`src/rtl/kalman_sequencer.sv`:
```
// Iteration controller for the Kalman filter core: prediction -> gain -> update
// through start/ready handshakes, with a per-phase watchdog and overrun accounting.
module kalman_sequencer #(
  parameter int TIMEOUT   = 1024,
  parameter int CNT_WIDTH = 16
) (
  input  logic                 clk,
  input  logic                 reset,
  input  logic                 clk_en,
  input  logic                 enable,
  input  logic                 sample_strobe,
  input  logic                 clear,
  input  logic                 ready_Prediction,
  input  logic                 ready_Gain,
  input  logic                 ready_Update,
  output logic                 Start_Prediction,
  output logic                 Start_Gain,
  output logic                 Start_Update,
  output logic                 busy,
  output logic                 iter_done,
  output logic                 error,
  output logic [1:0]           err_phase,
  output logic                 overrun,
  output logic [CNT_WIDTH-1:0] iter_count,
  output logic [CNT_WIDTH-1:0] overrun_count
);

  typedef enum logic [3:0] {
    IDLE,
    PRED_START,
    PRED_WAIT,
    GAIN_START,
    GAIN_WAIT,
    UPD_START,
    UPD_WAIT,
    DONE,
    ERROR
  } state_t;

  localparam logic [CNT_WIDTH-1:0] WD_LAST = CNT_WIDTH'(TIMEOUT - 1);

  state_t               state;
  state_t               state_nxt;
  logic                 rdy_pred_p1;
  logic                 rdy_gain_p1;
  logic                 rdy_upd_p1;
  logic                 pred_rise;
  logic                 gain_rise;
  logic                 upd_rise;
  logic [CNT_WIDTH-1:0] wd_cnt;
  logic                 wd_expired;
  logic                 in_iter;
  logic                 in_start;
  logic                 in_wait;

  function automatic logic [CNT_WIDTH-1:0] sat_inc(input logic [CNT_WIDTH-1:0] v);
    return (&v) ? v : v + 1'b1;
  endfunction

  function automatic logic [CNT_WIDTH-1:0] wrap_inc(input logic [CNT_WIDTH-1:0] v);
    return v + 1'b1;
  endfunction

  function automatic logic [1:0] phase_code(input state_t s);
    case (s)
      PRED_WAIT: return 2'd1;
      GAIN_WAIT: return 2'd2;
      UPD_WAIT:  return 2'd3;
      default:   return 2'd0;
    endcase
  endfunction

  // A ready counts only on its 0->1 transition, so a level left high from a
  // previous iteration cannot advance the sequence.
  assign pred_rise  = ready_Prediction & ~rdy_pred_p1;
  assign gain_rise  = ready_Gain       & ~rdy_gain_p1;
  assign upd_rise   = ready_Update     & ~rdy_upd_p1;
  assign wd_expired = (wd_cnt == WD_LAST);

  assign in_iter  = (state != IDLE) && (state != ERROR);
  assign in_start = (state == PRED_START) || (state == GAIN_START) || (state == UPD_START);
  assign in_wait  = (state == PRED_WAIT)  || (state == GAIN_WAIT)  || (state == UPD_WAIT);

  always_comb begin
    state_nxt = state;
    case (state)
      IDLE:       if (enable && sample_strobe) state_nxt = PRED_START;
      PRED_START: state_nxt = PRED_WAIT;
      PRED_WAIT: begin
        if (pred_rise)       state_nxt = GAIN_START;
        else if (wd_expired) state_nxt = ERROR;
      end
      GAIN_START: state_nxt = GAIN_WAIT;
      GAIN_WAIT: begin
        if (gain_rise)       state_nxt = UPD_START;
        else if (wd_expired) state_nxt = ERROR;
      end
      UPD_START:  state_nxt = UPD_WAIT;
      UPD_WAIT: begin
        if (upd_rise)        state_nxt = DONE;
        else if (wd_expired) state_nxt = ERROR;
      end
      DONE:       state_nxt = IDLE;
      ERROR:      if (clear) state_nxt = IDLE;
      default:    state_nxt = IDLE;
    endcase
  end

  // Stage p0 -> p1: state, ready history, watchdog and status registers.
  always_ff @(posedge clk or negedge reset) begin
    if (!reset) begin
      state         <= IDLE;
      rdy_pred_p1   <= 1'b0;
      rdy_gain_p1   <= 1'b0;
      rdy_upd_p1    <= 1'b0;
      wd_cnt        <= '0;
      err_phase     <= 2'd0;
      overrun       <= 1'b0;
      iter_count    <= '0;
      overrun_count <= '0;
    end else if (clk_en) begin
      state       <= state_nxt;
      rdy_pred_p1 <= ready_Prediction;
      rdy_gain_p1 <= ready_Gain;
      rdy_upd_p1  <= ready_Update;

      if (in_wait)       wd_cnt <= wrap_inc(wd_cnt);
      else if (in_start) wd_cnt <= '0;
      else               wd_cnt <= '0;

      if ((state != ERROR) && (state_nxt == ERROR))
        err_phase <= phase_code(state);
      else if ((state == ERROR) && clear)
        err_phase <= 2'd0;

      // A dropped strobe outranks a coincident clear.
      if (in_iter && sample_strobe)
        overrun <= 1'b1;
      else if (clear)
        overrun <= 1'b0;

      if (in_iter && sample_strobe)
        overrun_count <= sat_inc(overrun_count);

      if (state == DONE)
        iter_count <= wrap_inc(iter_count);
    end
  end

  assign Start_Prediction = (state == PRED_START);
  assign Start_Gain       = (state == GAIN_START);
  assign Start_Update     = (state == UPD_START);
  assign iter_done        = (state == DONE);
  assign error            = (state == ERROR);
  assign busy             = in_iter;

endmodule

```
`config.mk`:
```
export PLATFORM = sky130hd
export DESIGN_NAME = kalman_sequencer
export DESIGN_NICKNAME = d
export VERILOG_FILES = /design/src/rtl/kalman_sequencer.sv
export SDC_FILE = /design/constraint.sdc
export NUM_CORES = 1
export LEC_CHECK = 0
export CAP_MARGIN = 20
export CORE_MARGIN = 2
export CORE_UTILIZATION = 28
export DETAILED_ROUTE_END_ITERATION = 8
export HOLD_SLACK_MARGIN = 0.1
export PLACE_DENSITY = 0.52
export SLEW_MARGIN = 20
export SYNTH_ARGS = -nofsm -noshare
export SYNTH_HDL_FRONTEND = slang
export SYNTH_SLANG_ARGS = --single-unit
```
`constraint.sdc`:
```
create_clock -name clk -period 2.1 [get_ports clk]
set_input_delay 0.42 -clock clk [delete_from_list [all_inputs] [get_ports clk]]
set_output_delay 0.42 -clock clk [all_outputs]
set_load 0.05 [all_outputs]
```
# Yosys cells after proc, flatten, opt, wreduce, memory -nomap -nowiden
# Index checks and enable logic that the tools add are counted.
# Widths: inputs -> output; s select.
word_totals:
  input_bits: 9
  out_inout_bits: 41
  ff_bits: 58
  word_cells: 59
classes:
  reduce_logical: 16
  n_mux: 13
  bitwise_logic: 7
  add_sub_neg: 3
  n_eq_ne: 11
op_table:
  columns: ["op", "count"]
  rows:
  - ["$add 16x1->16 const B", 3]
  - ["$pmux 4 s8", 1]
  - ["$mux 4", 6]
  - ["$eq 16x10->1 const B", 1]
  - ["$eq 4x3->1 const B", 4]
  - ["$mux 16", 1]
  - ["$reduce_and 16->1", 1]
  - ["$eq 4x2->1 const B", 2]
  - ["$eq 4x4->1 const B", 2]
  - ["$pmux 2 s3", 1]
  - ["$reduce_and 2->1", 3]
  - ["$logic_and 1x1->1", 5]
  - ["$eq 4x1->1 const B", 1]
  - ["$logic_not 4->1", 1]
  - ["$mux 2", 2]
  - ["$ne 4x4->1 const B", 1]
  - ["$not 1->1", 4]
  - ["$reduce_bool 2->1", 2]
  - ["$reduce_bool 4->1", 1]
  - ["$and 1x1->1", 3]
  - ["$reduce_and 3->1", 1]
  - ["$logic_or 1x1->1", 2]
  - ["$mux 1", 2]

# Longest topological paths before layout
depth:
  depth_word: 8
  depth_mapped: 6
  mapped_depth_nobuf: 6

# Worst setup path after synthesis
# No wires, ideal clock.
synth_timing:
  path_type: "reg-to-reg"
  start: "register state[1]"
  end: "register state[2]"
  stages_incl_launch_ff: 6
  arrival_time_ns: 2.247
  path_slack_ns: -0.232
  path_buffers: 1
  path_cell_list: "dfrtp_1 -> clkbuf_1 -> nand2_1 -> nor3_1 -> a22oi_1 -> o21ai_0"
synth_via:
  elab_chain_len: 2
synth_rtl:
  columns: ["element", "line", "rtl"]
  rows:
  - ["start, declared", "42", "state_t state;"]
  - ["start signal, assigned", "122", "state <= state_nxt;"]
  - ["$eq 4x2->1", null, null]
  - ["named net Start_Gain", "17", "output logic Start_Gain,"]
  - ["$pmux 4 s8", "86", "case (state)"]
# The timed path passes the listed nets, and every way through them passes these cells.
# A chain may end at the register's enable or synchronous reset.

# Final worst setup path
layout_timing:
  start: "register iter_count[2]"
  end: "output iter_count[2]"
layout_lines:
  columns: ["element", "line", "rtl"]
  rows:
  - ["start, declared", "24", "output logic [CNT_WIDTH-1:0] iter_count,"]
  - ["start signal, assigned", "146", "iter_count <= wrap_inc(iter_count);"]
# No word-level cell between the ends.

==> flow_metrics.tcl <==
set metrics [dict create \
    grt_max_degree 59 \
    synth_edf_count 0 \
    ys_ff_latch 58 \
    cts_sinks 58 \
    max_freq_mhz 491.4 \
    path_class "flip-flop to output port" \
    drv_slew 0 \
    diodes 0 \
    synthesis.area_sq_mm 0.002942 \
    cts_buffers 9 \
    use_met2_pct 19.18 \
    avgSynthCellArea_sq_um 10.11 \
    p_leak_nw 1.705 \
    overflow 0 \
    wl_mm 6.205 \
    p_sw_mw 1.463 \
    sw_frac_of_total_pct 37.61 \
    ys.flop_type "dfrtp_1" \
    p_clk_share_pct 27.0 \
    synthArstFlopShare_pct 100.0 \
    r2r_slack_ps 170 \
    wire_per_inst_microns 12.34 \
    postRouteAntennaNets 0 \
    powerDensity_mw_per_mm2 974.0 \
    place_area_sq_mm 0.003765 \
    syn_inst 291 \
    antenna_found_initial 0 \
    crit_fanout 5 \
    cts_buffer_depth 2 \
    layout-drive-gt1-share_pct 16.35 \
    area_growth_pct 35.73 \
    core_area_sq_mm 0.01028 \
    p_comb_share_pct 35.3 \
    critPathMaxStageDelay_ps 840 \
    design_area_sq_mm 0.003993 \
    vdd_drop_max_uv 427.8 \
    grt_pass1_vias 2303 \
    grt_use_total_pct 11.67 \
    hold_viol 0 \
    clockRootBuffer "clkbuf_8" \
    cts_tree "done" \
    drc 0 \
    timing.setup.tns_ps 0 \
    dieWidth_microns 106.5 \
    synthDistinctLibCells 47 \
    start_util_pct 28.62 \
    clkSlewWorstSetupHoldPaths_ps 70 \
    cp_slowest_cell "clkdlybuf4s50_1" \
    crit_path_end_kind "output port" \
    crit_chain "clkdlybuf4s50_1" \
    finClkSkew_ps 11.81 \
    setup_viol 0 \
    required_ps 1680 \
    rsz0062_at_grt "false" \
    port_buffers 49 \
    crit_family "buffers and inverters" \
    cts_htree_levels 3 \
    drtIter0Drc 72 \
    ys_seq_area_share_pct 49.34 \
    hold_path.class "flip-flop to flip-flop" \
    nNetsFinal 374 \
    tightest_slew_ps 537.1 \
    syn_nets 303 \
    period_minus_slack_ps 2035 \
    place.gp.congestion 0.8097 \
    dp_hpwl_mm 4.556 \
    period_share_pct 96.91 \
    worstSkewPairLatency_ps 330 \
    drt_pass1_iterations 4 \
    vias 2293 \
    drv_cap 0 \
    use_met3_pct 2.943 \
    core.rowCount 37 \
    internal_power_mw 2.426 \
    grt_first_pass_wirelength_mm 10.70 \
    cp-start-kind "flip-flop" \
    top_usage_layer "met2" \
    ys_warn_count 0 \
    fillers 1026 \
    power_frac_seq_pct 37.7 \
    die_y_microns 106.5 \
    cp.arrival_ps 1620 \
    vias_per_cell 4.559 \
    path_buf_inv 1 \
    status "completed" \
    io_pins 50 \
    die_area_sq_mm 0.01134 \
    met1_usage_pct 15.07 \
    max_slew_margin_pct 64.08 \
]
[routing by layer]
layer | vias up | part of all wire (%)
met4 | 0 | 0.68
li1 | 1162 | -
met3 | 4 | 4.4
met5 | - | 0
met2 | 34 | 48
met1 | 1093 | 47
[worst paths after layout]
path | startpoint | endpoint | depth (start not counted)
max | iter_count[2] | iter_count[2] | 1
min | iter_count[15] | iter_count[15] | 1
max reg2reg | state[2] | iter_count[15] | 6
min reg2reg | iter_count[15] | iter_count[15] | 1
max in group asynchronous | reset | wd_cnt[4] | 3
min in group asynchronous | reset | iter_count[3] | 3
[cell usage after synthesis (all sizes together) (2+ instances only)]
master   number  area share, %
nand2        28            3.6
nand3b        3           0.77
mux2          5            1.9
a21oi         3           0.51
o31ai         4            1.0
or3           4           0.85
buf           2           0.55
dfrtp        58             49
clkbuf        8            1.0
inv          13            1.7
xor2         14            4.2
nor3          8            1.4
ha            3            1.3
and3          9            1.9
a32o          2           0.68
o22ai         2           0.43
a31oi         2           0.64
nand2b        5            1.1
nand3        13            2.2
a2111oi       2            1.4
nor2         25            3.2
nand4        13            2.8
xnor2        28            8.3
nor2b         4           0.85
o21ai         9            1.5
and2          4           0.85
and4          2           0.60
a22oi         3           0.77
[cells in the final DEF (no fill, tap or decap), drive strengths merged, types with 3 or more instances in the layout]
cell type      instances
a21oi                  3
a22oi                  3
and2                   4
and3                   9
buf                   27
clkbuf                11
clkdlybuf4s50         42
clkinv                 3
dfrtp                 58
ha                     3
inv                   13
mux2                   5
nand2                 28
nand2b                 5
nand3                 13
nand3b                 3
nand4                 13
nor2                  25
nor2b                  4
nor3                   8
o21ai                  9
o31ai                  4
or3                    4
xnor2                 28
xor2                  14
[power by group through the flow]
stage	logic, mW	clock network [mW]	registers (mW)
after floorplan	0.597	0	1.77
after global routing	1.49	1.13	1.50
final	1.37	1.05	1.47
after global placement	1.38	0	1.48
after CTS	1.39	1.09	1.47
after detailed placement	1.39	0	1.49
[cell families (layout without fill, tap and decap cells)]
kind of cell	count (synthesis)	after routing	share of synthesized area [%]
simple gates	125	125	22.08
buf+inv	23	99	3.233
xor+xnor	42	42	12.51
flops	58	58	49.34
fa+ha+maj	3	3	1.276
compound gates	34	34	9.315
mux	6	6	2.254
[flip-flops by register name, indices dropped and copies added (netlist names)]
name           cells
overrun_count     16
overrun            1
iter_count        16
rdy_gain_p1        1
state              4
rdy_pred_p1        1
err_phase          2
wd_cnt            16
rdy_upd_p1         1
[repair_timing]
action                     in CTS  in global routing
setup buffers                   0                  1
hold endpoints to repair       37                  0
setup endpoints to repair       0                  2
hold buffers                    1                  0
resized for setup               0                  1
[layout make-up]
| class | count | area [sq um] | share of cell area (%) |
|---|---|---|---|
| flip-flops and latches | 58 | 1451 | 36.35 |
| multi-input cells | 210 | 1413 | 35.38 |
| repair buffers | 70 | 705.7 | 17.67 |
| well taps | 136 | 170.2 | 4.262 |
| clock buffers | 11 | 151.4 | 3.792 |
| clock inverters | 5 | 52.55 | 1.316 |
| inverters | 13 | 48.80 | 1.222 |
[per-stage QoR]
step                utilization [%]  worst slack, ps  hold WS [ps]  cells  total power [mW]
floorplan                         -            6.320         124.4    291             2.364
global placement              36.63           -157.5         454.8    485             2.859
detailed placement            36.63           -177.7         456.6    485             2.874
CTS                           38.71            34.51         472.8    502             3.951
global route                  38.85            1.525         506.2    503             4.120
finish                        38.85            64.79         471.0    503             3.889
(Power assumes the default switching activity.)
